<file path="src/rtl/lfsr_word_sched_if.sv">
// Word handshake between the LFSR word sequencer and its consumer.
// Latency: none, this file holds wires only.
// Backpressure: the consumer drives out_ready; the word holds while out_ready is low.
interface lfsr_word_sched_if #(
  parameter int OUT_W = 8
);
  logic             out_valid;
  logic             out_ready;
  logic [OUT_W-1:0] out_data;

  modport master (output out_valid, output out_data, input out_ready);
  modport slave  (input out_valid, input out_data, output out_ready);
endinterface

</file>
<file path="src/rtl/lfsr_word_sched.sv">
// Galois LFSR sequencer that packs serial output bits LSB-first into OUT_W-bit words.
// Latency: OUT_W enabled cycles from the seed edge to the first word, then OUT_W+1 cycles per word.
// Backpressure: a finished word is held with the LFSR frozen until out_ready; seed_load overrides everything.
// Optional build macro LFSR_WORD_CNT_EN adds the word_cnt handshake counter port.
module lfsr_word_sched #(
  parameter int                LFSR_W = 16,
  parameter logic [LFSR_W-1:0] TAPS   = 16'hB400,
  parameter int                OUT_W  = 8
) (
  input  logic                  clk,
  input  logic                  reset,
  input  logic                  en,
  input  logic                  seed_load,
  input  logic [LFSR_W-1:0]     seed_data,
  lfsr_word_sched_if.master     word,
  output logic                  zero_seed,
`ifdef LFSR_WORD_CNT_EN
  output logic [15:0]           word_cnt,
`endif
  output logic                  busy
);

  localparam int               CNT_W    = (OUT_W > 1) ? $clog2(OUT_W) : 1;
  localparam logic [CNT_W-1:0] CNT_LAST = CNT_W'(OUT_W - 1);

  typedef enum logic [1:0] {
    S_UNSEEDED = 2'd0,
    S_FILL     = 2'd1,
    S_HOLD     = 2'd2
  } state_t;

  state_t            state_q;
  state_t            state_d;
  logic [LFSR_W-1:0] lfsr_q;
  logic [LFSR_W-1:0] lfsr_nxt;
  logic [CNT_W-1:0]  cnt_q;
  logic [OUT_W-1:0]  out_data_q;
  logic              zero_seed_q;
  logic              out_valid_c;
  logic              busy_c;
  logic              step;
  logic              last_bit;

  // One Galois step: shift right, fold the taps back in when the outgoing bit is set.
  assign lfsr_nxt = (lfsr_q >> 1) ^ (lfsr_q[0] ? TAPS : '0);
  assign step     = (state_q == S_FILL) && en;
  assign last_bit = (cnt_q == CNT_LAST);

  // State register.
  always_ff @(posedge clk or negedge reset) begin
    if (!reset) begin
      state_q <= S_UNSEEDED;
    end else begin
      state_q <= state_d;
    end
  end

  // Next state: a seed strobe beats the handshake and the fill step in any state.
  always_comb begin
    state_d = state_q;
    if (seed_load) begin
      state_d = S_FILL;
    end else begin
      case (state_q)
        S_FILL:  if (en && last_bit) state_d = S_HOLD;
        S_HOLD:  if (word.out_ready) state_d = S_FILL;
        default: state_d = state_q;
      endcase
    end
  end

  // Outputs decoded straight from the registered state.
  always_comb begin
    out_valid_c = 1'b0;
    busy_c      = 1'b0;
    case (state_q)
      S_FILL:  busy_c      = 1'b1;
      S_HOLD:  out_valid_c = 1'b1;
      default: begin
        out_valid_c = 1'b0;
        busy_c      = 1'b0;
      end
    endcase
  end

  // Datapath: seeding with zero substitution, LFSR stepping and LSB-first word packing.
  always_ff @(posedge clk or negedge reset) begin
    if (!reset) begin
      lfsr_q      <= '0;
      cnt_q       <= '0;
      out_data_q  <= '0;
      zero_seed_q <= 1'b0;
    end else if (seed_load) begin
      // out_data is left alone; the next word overwrites it bit by bit.
      lfsr_q      <= (seed_data == '0) ? LFSR_W'(1) : seed_data;
      zero_seed_q <= (seed_data == '0);
      cnt_q       <= '0;
    end else if (step) begin
      lfsr_q            <= lfsr_nxt;
      out_data_q[cnt_q] <= lfsr_q[0];
      cnt_q             <= last_bit ? '0 : cnt_q + CNT_W'(1);
    end
  end

`ifdef LFSR_WORD_CNT_EN
  // Delivered-word counter; a reseed restarts the count even on a handshake edge.
  always_ff @(posedge clk or negedge reset) begin
    if (!reset) begin
      word_cnt <= '0;
    end else if (seed_load) begin
      word_cnt <= '0;
    end else if (out_valid_c && word.out_ready) begin
      word_cnt <= word_cnt + 16'd1;
    end
  end
`endif

  assign word.out_valid = out_valid_c;
  assign word.out_data  = out_data_q;
  assign busy           = busy_c;
  assign zero_seed      = zero_seed_q;

endmodule

</file>
<file path="src/flat_wrapper.sv">
// flat-port wrapper written by rule: the top's interface ports become plain ports
module lfsr_word_sched_flat 
#(
  parameter int                LFSR_W = 16,
  parameter logic [LFSR_W-1:0] TAPS   = 16'hB400,
  parameter int                OUT_W  = 8
)
  (clk, reset, en, seed_load, seed_data, zero_seed, busy, word_out_valid, word_out_data, word_out_ready);
  lfsr_word_sched_if #(.OUT_W(OUT_W)) word_i ();
  input  logic clk;
  input  logic reset;
  input  logic en;
  input  logic seed_load;
  input  logic [LFSR_W-1:0] seed_data;
  output logic zero_seed;
  output logic busy;
  output wire logic [$bits(word_i.out_valid)-1:0] word_out_valid;
  output wire logic [$bits(word_i.out_data)-1:0] word_out_data;
  input wire logic [$bits(word_i.out_ready)-1:0] word_out_ready;
  assign word_out_valid = word_i.out_valid;
  assign word_out_data = word_i.out_data;
  assign word_i.out_ready = word_out_ready;
  lfsr_word_sched #(.LFSR_W(LFSR_W), .TAPS(TAPS), .OUT_W(OUT_W)) u_core (.clk(clk), .reset(reset), .en(en), .seed_load(seed_load), .seed_data(seed_data), .word(word_i), .zero_seed(zero_seed), .busy(busy));
endmodule
</file>
<file path="config.mk">
export PLATFORM = sky130hd
export DESIGN_NAME = lfsr_word_sched_flat
export DESIGN_NICKNAME = d
export VERILOG_FILES = /design/src/rtl/lfsr_word_sched_if.sv /design/src/rtl/lfsr_word_sched.sv /design/src/flat_wrapper.sv
export SDC_FILE = /design/constraint.sdc
export NUM_CORES = 1
export LEC_CHECK = 0
export ABC_AREA = 1
export BUFFER_PORTS_ARGS = -buffer_cell sky130_fd_sc_hd__buf_2
export CORE_ASPECT_RATIO = 1.75
export CORE_MARGIN = 3
export CORE_UTILIZATION = 49
export DETAILED_ROUTE_END_ITERATION = 7
export PLACE_DENSITY = 0.81
export SLEW_MARGIN = 20
export SYNTH_ARGS = -nofsm -noshare
export SYNTH_HDL_FRONTEND = slang
export SYNTH_SLANG_ARGS = --single-unit
</file>
<file path="constraint.sdc">
create_clock -name clk -period 1.2 [get_ports clk]
set_clock_uncertainty 0.2 [all_clocks]
set_input_delay 0.24 -clock clk [delete_from_list [all_inputs] [get_ports clk]]
set_output_delay 0.24 -clock clk [all_outputs]
set_load 0.03 [all_outputs]
</file>
==> impl_metrics.csv, run 1 <==
group,metric,value,unit
outcome,status,"finished, violations left",
outcome,failed_checks,"negative hold slack, negative setup slack",
layout,multi_input_comb_area,902,um^2
timing,max_slew.worst_pin.slew,0.308,ns
pwr,totalPowerFinal,2.92,mW
logic_synthesis,syn-cell-area,1590,um^2
placed_design,pre_cts_slack,-0.156,ns
layout,num-fill-cells,164,
global_route,antenna_found_initial,0,
worst_hold_path,holdCritPathClass,"in -> reg",
setup_path,cp.arrival,1.54,ns
timing,setup_total_negative_slack,-9.67,ns
logic_synthesis,count_of_distinct_cell_types_in_the_synthesized_netlist,19,
setup_path,timing.critical_path.max_delay_family,"simple AND/OR/NAND/NOR gates",
setup_path,worstSetupStartpointType,"register",
global_route,wire_length_of_the_first_global_routing_pass,8020,um
setup_path,critical_path_class,"reg -> reg",
placed_design,finalWeightedCongestion,0.834,
layout,postLayoutCoreUtil,86.3,%
timing,worst_slew_margin_rel,79.4,%
logic_synthesis,total_nets_after_synthesis,239,
cts,cts_tree,"done",
timing,max_clock_freq,0.645,GHz
timing,setup-violations-final,40,
cts,later_pin_clock_latency_in_the_skew_report,0.30,ns
detailed_routing,routedWlPerCell,15.6,um
timing,crit_share_post_route,129,%
global_route,gr-total-overflow,0,
layout,number_of_nets_in_the_finished_design,318,
setup_path,required,1.19,ns
detailed_routing,routed_via_count,1773,
placed_design,dp.cells,299,
logic_synthesis,avgSynthCellArea,7.36,um^2
setup_path,critical-path-top-cell-by-count,"sky130_fd_sc_hd__nand2_1",
setup_path,setup.reg_to_reg.worst_slack,-0.35,ns
timing,period_minus_slack,1.55,ns
timing,timing.final.max_slew_violations,0,
placed_design,dp.final_hpwl,2720,um
detailed_routing,dr.pass1.iters,4,
layout,footprint_of_the_flip_flops_and_latches,751,um^2
placed_design,buffer_ports.inserted,31,
setup_path,path_buf_inv,3,
detailed_routing,postRouteAntennaNets,0,
detailed_routing,wl,5280,um
logic_synthesis,yosys_warnings,0,
cts,clock-root-buffer,"sky130_fd_sc_hd__clkbuf_8",
floorplan,row_count,26,
floorplan,die_area,3990,um^2
detailed_routing,drcViolationCount,0,
layout,final_design_area_no_fill,2610,um^2
global_route,maximum_number_of_pins_on_one_net_before_global_route_repair,31,
layout,synthToLayoutAreaGrowth,64.1,%
floorplan,width_of_the_die,49.1,um
logic_synthesis,gate_count_after_technology_mapping,216,
pwr,leakage,1.38,nW
floorplan,floorplan.io_pins,32,
layout,antenna_cells_inserted,0,
setup_path,slowest_stage,"sky130_fd_sc_hd__dfrtp_1",
global_route,global_route.usage.total,27.3,%
timing,postLayoutSetupSlackWorst,-0.351,ns
setup_path,worst_path_largest_cell_delay,0.41,ns
setup_path,cp_cell_sequence,"inv_2 > buf_6 > nand3_4 > nor2_8 > buf_12 > nand2_2 > nand2_1 > nand2_1",
setup_path,worst_setup_path_end_kind,"register",
pwr,power.density,1120,nW/um^2
layout,non_filler_instance_count_after_layout,338,
placed_design,postPlaceCellArea,1980,um^2
detailed_routing,drt_iter0_markers,67,
timing,fin_hold_ws,-0.00312,ns
logic_synthesis,synth-seq-area-share,47.2,%
floorplan,fp.coreArea,3030,um^2
cts,path_clk_slew,0.07,ns
flow_run,maxCapViolations,0,
layout,final_layout_size_suffix_gt1_share,41.9,%
floorplan,die_height,81.4,um
floorplan,starting_density,52.6,%
global_route,grt_pass1_vias,1714,
pwr,max-vdd-ir-drop,1.07,mV
detailed_routing,vias_per_cell,5.25,
cts,cts_sinks,30,
setup_path,critical_path_peak_fanout,7,
timing,rsz_0062_raised_after_global_routing,"true",
cts,cts_buffer_depth,2,
cts,cts_htree_levels,2,
timing,timing_hold_violations_final,1,
cts,cts-buffers-inserted,5,
logic_synthesis,post_synthesis_register_bit_count,30,
[area by class of cell]
class | count | area share, %
clock inverter | 1 | 0.192
inverter | 18 | 2.88
clock buffer | 7 | 3.31
sequential | 30 | 28.8
multi-input combinational | 161 | 34.6
tap | 42 | 2.01
timing repair buffer | 78 | 27.9
timing repair inverter | 1 | 0.431
[synthesized netlist by cell type]
master	n	share of area [%]
sky130_fd_sc_hd__nand2_1	95	22
sky130_fd_sc_hd__dfrtp_1	30	47
sky130_fd_sc_hd__nand3_1	23	7.2
sky130_fd_sc_hd__nor2_1	22	5.2
sky130_fd_sc_hd__inv_1	16	3.8
sky130_fd_sc_hd__o21ai_0	7	2.2
sky130_fd_sc_hd__buf_2	3	0.94
sky130_fd_sc_hd__buf_6	3	2.1
sky130_fd_sc_hd__buf_4	2	0.94
sky130_fd_sc_hd__ha_1	2	1.6
sky130_fd_sc_hd__inv_2	2	0.47
sky130_fd_sc_hd__o211ai_1	2	0.94
sky130_fd_sc_hd__o21ai_1	2	0.63
sky130_fd_sc_hd__or2_2	2	0.79
sky130_fd_sc_hd__and2_1	1	0.39
sky130_fd_sc_hd__nand2_2	1	0.39
sky130_fd_sc_hd__nand3_4	1	1.1
sky130_fd_sc_hd__nand4_1	1	0.39
sky130_fd_sc_hd__nor2_8	1	1.3
[per-layer routing]
metal,track usage (%),share of wire (%)
met1,26.5,33
met2,49.6,56
met3,7.16,4.4
met4,18.8,6.6
met5,0,0
[placed cells by master, fill, tap and decap left out, drive strengths merged]
cell / Yosys / final
dfrtp: 30 / 30
clkinv: 0 / 1
clkbuf: 0 / 8
ha: 2 / 2
inv: 18 / 19
nor2: 23 / 23
nand2: 96 / 97
or2: 2 / 2
dlygate4sd3: 0 / 8
nand3: 24 / 24
o211ai: 2 / 2
buf: 8 / 69
nand4: 1 / 1
o21ai: 9 / 9
and2: 1 / 1
[where the power goes]
part           total, mW  internal, mW  switching, mW  leakage, nW
registers           1.22          1.13         0.0900        0.379
clock network      0.878         0.462          0.416       0.0482
logic              0.823         0.392          0.432        0.954
total               2.92          1.98          0.937         1.38
[kinds of logic after synthesis]
kind of cell / synth area share [%]
and+or+nand+nor: 39.2
buffers and inverters: 8.26
adders and majority gates: 1.57
AOI/OAI and AO/OA: 3.78
DFF: 47.2
[flip-flops by register name, summed over array words and instances, names as in the netlist]
register / cells
u_core.word.out_data: 8
u_core.lfsr_q: 16
u_core.state_q: 2
u_core.zero_seed: 1
u_core.cnt_q: 3
[repair_timing]
action / 4_1_cts / 5_1_grt
buffers inserted: 13 / 6
hold buffers: 8 / 0
gates resized for setup: 42 / 33
cloned: 3 / 1
endpoints found under the setup margin: 39 / 40
hold endpoints to repair: 37 / 0
pin swaps: 4 / 17
[final timing paths]
check | depth (start not counted) | endpoint | from
min in group asynchronous | 3 | u_core.word.out_data[4] | reset
hold / removal | 3 | u_core.lfsr_q[6] | seed_data[6]
setup reg to reg | 8 | u_core.word.out_data[6] | u_core.state_q[1]
setup / recovery | 8 | u_core.word.out_data[6] | u_core.state_q[1]
max in group asynchronous | 3 | u_core.lfsr_q[11] | reset
hold reg to reg | 2 | u_core.lfsr_q[3] | u_core.lfsr_q[3]
[worst register-to-register path, delay by kind of cell, from the launching register on]
family        cells  cell delay (ns)
flops             1             0.41
buf+inv           3             0.36
simple gates      5             0.49
No activity file was read; power rests on OpenSTA's default activity.
==> run 2: changes to the inputs <==
--- a/config.mk
+++ b/config.mk
@@ -6,12 +6,14 @@
 export NUM_CORES = 1
 export LEC_CHECK = 0
 export ABC_AREA = 1
-export BUFFER_PORTS_ARGS = -buffer_cell sky130_fd_sc_hd__buf_2
+export BUFFER_PORTS_ARGS = -buffer_cell sky130_fd_sc_hd__clkbuf_2
 export CORE_ASPECT_RATIO = 1.75
 export CORE_MARGIN = 3
-export CORE_UTILIZATION = 49
+export CORE_UTILIZATION = 51
+export CTS_BUF_LIST = sky130_fd_sc_hd__clkbuf_8
+export CTS_CLUSTER_DIAMETER = 30
 export DETAILED_ROUTE_END_ITERATION = 7
-export PLACE_DENSITY = 0.81
+export PLACE_DENSITY = 0.84
 export SLEW_MARGIN = 20
 export SYNTH_ARGS = -nofsm -noshare
 export SYNTH_HDL_FRONTEND = slang
==> run 2 against run 1 <==
  * The run still ends with negative hold slack, negative setup slack left
  * Sequential power about the same
  * Critical path depth up 1
  * Combinational power up 0.7%
  * Global-route usage up 1.9 points
  * Non-clock buffer count down 1
  * Fmax down 0.58%
  * First-iteration DRC count down 1.5%
  * Clock power down 13%
  * Final area down 2.5%
  * Power down 3.4%
  * Via count up 1.7%
  * Highest routed layer unchanged
==> impl_metrics.csv, run 2 (synthesis gave the netlist of run 1 again) <==
group,metric,value,unit
floorplan,fp.coreArea,2960,um^2
pwr,leakage,1.33,nW
setup_path,path_buf_inv,4,
timing,crit_share_post_route,130,%
layout,non_filler_instance_count_after_layout,335,
pwr,seq_power_share,43.4,%
worst_hold_path,holdCritPathClass,"in -> reg",
floorplan,die_area,3850,um^2
cts,cts_htree_levels,2,
detailed_routing,dr.pass1.iters,4,
global_route,grt_pass1_vias,1764,
floorplan,row_count,26,
flow_run,maxCapViolations,0,
pwr,power.clock.fraction,27.2,%
global_route,wire_length_of_the_first_global_routing_pass,7840,um
cts,clock-root-buffer,"sky130_fd_sc_hd__clkbuf_8",
layout,footprint_of_the_flip_flops_and_latches,751,um^2
setup_path,required,1.18,ns
global_route,maximum_number_of_pins_on_one_net_before_global_route_repair,31,
pwr,switching_power,0.907,mW
timing,postLayoutSetupSlackWorst,-0.360,ns
layout,synthToLayoutAreaGrowth,60.0,%
setup_path,cp.arrival,1.54,ns
detailed_routing,drcViolationCount,0,
placed_design,buffer_ports.inserted,31,
layout,registers.top_by_ff_count,"u_core.lfsr_q",
detailed_routing,drt_iter0_markers,66,
timing,timing.final.max_slew_violations,0,
setup_path,cp_cell_sequence,"inv_2 > buf_6 > nand3_4 > nor2_8 > buf_12 > buf_12 > nand2_1 > nand2_1 > nand2_1",
layout,layout.cells.most_common_list,"sky130_fd_sc_hd__nand2_1, sky130_fd_sc_hd__dfrtp_1, sky130_fd_sc_hd__buf_4",
layout,final_layout_size_suffix_gt1_share,41.3,%
timing,setup-violations-final,40,
cts,path_clk_slew,0.07,ns
setup_path,critical-path-top-cell-by-count,"sky130_fd_sc_hd__nand2_1",
detailed_routing,vias_per_cell,5.38,
floorplan,starting_density,53.7,%
setup_path,worst_path_largest_cell_delay,0.40,ns
timing,period_minus_slack,1.56,ns
detailed_routing,routedWlPerCell,15.1,um
layout,largest_register_ff_count,16,
pwr,max-vdd-ir-drop,1.15,mV
pwr,pwr-share-comb,29.4,%
pwr,power.switching_fraction,32.2,%
timing,max_slew.worst_pin.slew,0.370,ns
outcome,failed_checks,"negative hold slack, negative setup slack",
cts,cts_buffer_depth,2,
timing,worst_slew_margin_rel,75.3,%
setup_path,critical_path_class,"reg -> reg",
cts,cts_sinks,30,
layout,postLayoutCoreUtil,85.9,%
cts,cts_tree,"done",
placed_design,finalWeightedCongestion,0.822,
timing,timing_hold_violations_final,1,
pwr,power.density,1110,nW/um^2
pwr,p_int,1.91,mW
outcome,status,"finished, violations left",
timing,rsz_0062_raised_after_global_routing,"true",
timing,max_clock_freq,0.641,GHz
cts,later_pin_clock_latency_in_the_skew_report,0.29,ns
global_route,gr-total-overflow,0,
layout,number_of_nets_in_the_finished_design,316,
setup_path,worst_setup_path_end_kind,"register",
detailed_routing,postRouteAntennaNets,0,
global_route,global_route.usage.total,29.2,%
placed_design,dp.final_hpwl,2660,um
floorplan,die_height,79.9,um
global_route,antenna_found_initial,0,
layout,multi_input_comb_area,865,um^2
layout,num-fill-cells,156,
floorplan,width_of_the_die,48.2,um
layout,antenna_cells_inserted,0,
layout,most_common_cell_after_layout_fill_and_taps_aside,"sky130_fd_sc_hd__nand2_1",
timing,fin_hold_ws,-0.00433,ns
setup_path,timing.critical_path.max_delay_family,"simple AND/OR/NAND/NOR gates",
setup_path,slowest_stage,"sky130_fd_sc_hd__dfrtp_1",
detailed_routing,wl,5070,um
setup_path,worstSetupStartpointType,"register",
detailed_routing,routed_via_count,1803,
placed_design,dp.cells,303,
floorplan,floorplan.io_pins,32,
setup_path,critical_path_peak_fanout,6,
cts,cts-buffers-inserted,5,
## run 2: changes by cell type in the layout (fill, tap and decap cells not counted), sizes merged
cell / delta
buf: -18
clkbuf: +17
dlygate4sd3: -2
inv: +2
clkinv: -1
nand2: -1
## run 2: metrics by stage
step	TNS (ns)	total power, mW	area, um^2	hold slack, ns	setup WS, ns
global route	-10.66	2.95	2540	0.0176	-0.414
global placement	-3.03	1.74	1980	0.00799	-0.119
detailed placement	-4.04	1.76	1980	0.00885	-0.167
CTS	-8.47	2.71	2450	0.00258	-0.331
finish	-9.32	2.82	2540	-0.00433	-0.360
floorplan	-1.51	1.55	1650	-0.256	-0.139
## run 2: final cells by class
| type | count | area share [%] |
|---|---|---|
| repair inverters | 1 | 0.246 |
| multi-input cells | 160 | 34.0 |
| repair buffers | 77 | 28.2 |
| flip-flops and latches | 30 | 29.5 |
| clock buffers | 5 | 2.71 |
| clock inverters | 2 | 0.295 |
| inverters | 18 | 2.95 |
| well taps | 42 | 2.07 |
## run 2: layer usage
metal  up-vias  wire, um  track usage [%]  share of wire (%)
met4         0       242             21.0                4.8
met3        23       210             7.45                4.1
met2        74      2850             47.9                 56
met5         -         0                0                  0
met1       883      1770             29.0                 35
li1        823         -                -                  -
## run 2: final timing paths
path / cells past startpoint / to / slack, ns / from
max: 9 / u_core.word.out_data[1] / -0.36 / u_core.state_q[1]
min: 3 / u_core.lfsr_q[11] / -0.004 / seed_data[11]
max reg2reg: 9 / u_core.word.out_data[1] / -0.36 / u_core.state_q[1]
min reg2reg: 2 / u_core.lfsr_q[6] / 0.29 / u_core.lfsr_q[6]
max in group asynchronous: 3 / u_core.lfsr_q[14] / 0.39 / reset
min in group asynchronous: 3 / u_core.state_q[1] / 0.24 / reset
## run 2: what timing repair did
action / CTS / global route
pin swaps: 4 / 16
hold endpoints to repair: 35 / 0
setup endpoints to repair: 40 / 40
resized for setup: 38 / 43
cloned: 3 / 0
buffers inserted: 14 / 6
hold buffers: 6 / 0
## run 2: power groups by stage
stage          Clock [mW]  Combinational (mW)  Sequential (mW)
5_1_grt             0.816               0.896             1.23
4_1_cts             0.760               0.754             1.20
3_5_place_dp            0               0.545             1.21
2_1_floorplan           0               0.259             1.29
6_report            0.765               0.829             1.22
3_3_place_gp            0               0.531             1.21
## run 2: worst reg2reg max path: stages, from the launching register on
cell and delay [ns]:
sky130_fd_sc_hd__dfrtp_1 0.40, sky130_fd_sc_hd__inv_2 0.08, sky130_fd_sc_hd__buf_6 0.10, sky130_fd_sc_hd__nand3_4 0.10
sky130_fd_sc_hd__nor2_8 0.17, sky130_fd_sc_hd__buf_12 0.13, sky130_fd_sc_hd__buf_12 0.11, sky130_fd_sc_hd__nand2_1 0.06
sky130_fd_sc_hd__nand2_1 0.07, sky130_fd_sc_hd__nand2_1 0.05
==> run 3: changes to the inputs <==
--- a/config.mk
+++ b/config.mk
@@ -7,14 +7,17 @@
 export LEC_CHECK = 0
 export ABC_AREA = 1
 export BUFFER_PORTS_ARGS = -buffer_cell sky130_fd_sc_hd__clkbuf_2
+export CAP_MARGIN = 20
 export CORE_ASPECT_RATIO = 1.75
 export CORE_MARGIN = 3
 export CORE_UTILIZATION = 51
 export CTS_BUF_LIST = sky130_fd_sc_hd__clkbuf_8
 export CTS_CLUSTER_DIAMETER = 30
 export DETAILED_ROUTE_END_ITERATION = 7
+export HOLD_SLACK_MARGIN = 0.03
 export PLACE_DENSITY = 0.84
 export SLEW_MARGIN = 20
 export SYNTH_ARGS = -nofsm -noshare
 export SYNTH_HDL_FRONTEND = slang
 export SYNTH_SLANG_ARGS = --single-unit
+export TNS_END_PERCENT = 30
==> run 3 against run 2 <==
  * The flow finishes with violations (negative setup slack)
  * Fmax rose by 4.2%
  * Sequential share of layout area increased by 0.82 points
  * First-iteration DRC count rose by 9.1%
  * Worst setup slack gained 0.063 ns
  * Flip-flop and latch count unchanged
  * Clock-buffer cell count rose by 1
  * Highest routed layer unchanged
==> impl_metrics.csv, run 3 (synthesis gave the netlist of run 1 again) <==
group,metric,value,unit
outcome,status,"finished, violations left",
global_route,maximum_number_of_pins_on_one_net_before_global_route_repair,31,
detailed_routing,postRouteAntennaNets,0,
detailed_routing,drt_iter0_markers,72,
setup_path,timing.critical_path.max_delay_family,"flip-flops",
floorplan,row_count,26,
setup_path,slowest_stage,"sky130_fd_sc_hd__dfrtp_1",
detailed_routing,drcViolationCount,0,
setup_path,cp.arrival,1.06,ns
layout,most_common_cell_after_layout_fill_and_taps_aside,"sky130_fd_sc_hd__nand2_1",
timing,timing.final.max_slew_violations,0,
layout,registers.top_by_ff_count,"u_core.lfsr_q",
placed_design,finalWeightedCongestion,0.838,
floorplan,die_height,79.9,um
placed_design,dp.cells,297,
timing,setup-violations-final,40,
layout,final_layout_size_suffix_gt1_share,34.5,%
floorplan,fp.coreArea,2960,um^2
worst_hold_path,worst_hold_path.endpoint,"u_core.state_q[1]",
timing,crit_share_post_route,125,%
cts,cts_htree_levels,2,
setup_path,worst_path_largest_cell_delay,0.39,ns
floorplan,die_area,3850,um^2
setup_path,cp_cell_sequence,"buf_4 > nor2_2 > buf_6",
layout,multi_input_comb_area,835,um^2
layout,non_filler_instance_count_after_layout,326,
worst_hold_path,worst_hold_startpoint,"word_out_ready",
pwr,leakage,1.28,nW
timing,max_clock_freq,0.668,GHz
global_route,gr-total-overflow,0,
floorplan,width_of_the_die,48.2,um
floorplan,floorplan.io_pins,32,
setup_path,timing.rr.end,"u_core.word.out_data[5]",
layout,layout.cells.most_common_list,"sky130_fd_sc_hd__nand2_1, sky130_fd_sc_hd__dfrtp_1, sky130_fd_sc_hd__nor2_1",
floorplan,starting_density,53.7,%
cts,cts_sinks,30,
timing,postLayoutSetupSlackWorst,-0.297,ns
flow_run,maxCapViolations,0,
global_route,wire_length_of_the_first_global_routing_pass,7260,um
setup_path,timing.rr.start,"u_core.state_q[1]",
pwr,power.density,1130,nW/um^2
global_route,antenna_found_initial,0,
cts,cts_buffer_depth,2,
timing,period_minus_slack,1.50,ns
cts,cts-buffers-inserted,5,
pwr,max-vdd-ir-drop,0.871,mV
setup_path,worst_setup_path_end_kind,"primary output",
detailed_routing,routed_via_count,1698,
layout,num-fill-cells,159,
layout,footprint_of_the_flip_flops_and_latches,751,um^2
timing,setup_total_negative_slack,-7.36,ns
timing,worst_slew_margin_rel,83.4,%
setup_path,ff_to_ff_path_depth,8,
global_route,global_route.usage.total,27.0,%
setup_path,required,0.76,ns
layout,number_of_nets_in_the_finished_design,306,
placed_design,pre_cts_slack,-0.140,ns
layout,antenna_cells_inserted,0,
cts,clock-root-buffer,"sky130_fd_sc_hd__clkbuf_8",
cts,later_pin_clock_latency_in_the_skew_report,0.29,ns
cts,path_clk_slew,0.06,ns
layout,synthToLayoutAreaGrowth,55.6,%
timing,rsz_0062_raised_after_global_routing,"true",
outcome,failed_checks,"negative setup slack",
detailed_routing,dr.pass1.iters,5,
placed_design,dp.final_hpwl,2500,um
layout,final_design_area_no_fill,2470,um^2
detailed_routing,wl,4660,um
placed_design,postPlaceCellArea,1930,um^2
layout,largest_register_ff_count,16,
worst_hold_path,holdCritPathClass,"in -> reg",
global_route,grt_pass1_vias,1682,
placed_design,buffer_ports.inserted,31,
cts,cts_tree,"done",
setup_path,critical_path_peak_fanout,3,
setup_path,critical_path_class,"reg -> out",
setup_path,path_buf_inv,2,
timing,max_slew.worst_pin.slew,0.249,ns
detailed_routing,vias_per_cell,5.21,
setup_path,setup.reg_to_reg.worst_slack,-0.28,ns
setup_path,worstSetupStartpointType,"register",
timing,timing_hold_violations_final,0,
detailed_routing,routedWlPerCell,14.3,um
worst_hold_path,worstHoldPathCells,4,
pwr,totalPowerFinal,2.81,mW
-- run 3: worst max-delay path by stage --
stage                           start                end  cells after the start
global route        u_core.state_q[1]     word_out_valid                      4
CTS                 u_core.state_q[1]     word_out_valid                      4
global placement            seed_load  u_core.lfsr_q[13]                      6
detailed placement  u_core.state_q[0]    u_core.cnt_q[0]                      5
finish              u_core.state_q[0]     word_out_valid                      3
floorplan             u_core.cnt_q[0]  u_core.state_q[0]                      6
-- run 3: timing repair --
item	4_1_cts	5_1_grt
endpoints found under the hold margin	38	0
hold buffers	9	0
endpoints found under the setup margin	39	40
buffers inserted	10	1
cloned	2	1
resized for setup	29	44
pin swaps	3	11
-- run 3: cell type report --
cell class              count  share of cell area (%)
inverters                  18                    3.03
well taps                  42                    2.12
clock buffers               6                    3.34
clock inverters             2                   0.354
multi-input cells         161                    33.7
flip-flops and latches     30                    30.3
repair buffers             67                    27.1
-- run 3: metrics by stage --
step	hold WS [ns]	utilization [%]
3_5_place_dp	0.00748	65.1
6_report	0.0695	83.6
3_3_place_gp	0.00922	65.1
4_1_cts	0.0694	80.1
5_1_grt	0.0935	83.6
2_1_floorplan	-0.256	-
-- run 3: routing by layer --
metal,vias up,GRT usage (%),part of all wire (%)
met3,16,4.97,4.2
met2,67,47.1,57
met4,0,16.7,3.7
met5,-,0,0
li1,804,-,-
met1,811,26.5,35
-- run 3: worst register-to-register path, cell delays in order, from the launching register on --
cell                      delay (ns)
sky130_fd_sc_hd__dfrtp_1        0.39
sky130_fd_sc_hd__inv_2          0.07
sky130_fd_sc_hd__buf_6          0.09
sky130_fd_sc_hd__nand3_4        0.09
sky130_fd_sc_hd__nor2_8         0.17
sky130_fd_sc_hd__buf_12         0.14
sky130_fd_sc_hd__buf_16         0.12
sky130_fd_sc_hd__nand3_2        0.07
sky130_fd_sc_hd__nand2_2        0.07
-- run 3: report_power, final --
part / total (mW) / leakage [nW] / switching [mW] / internal [mW]
Sequential: 1.22 / 0.379 / 0.0925 / 1.13
Combinational: 0.746 / 0.852 / 0.392 / 0.353
Clock: 0.845 / 0.0524 / 0.392 / 0.453
Total: 2.81 / 1.28 / 0.877 / 1.93
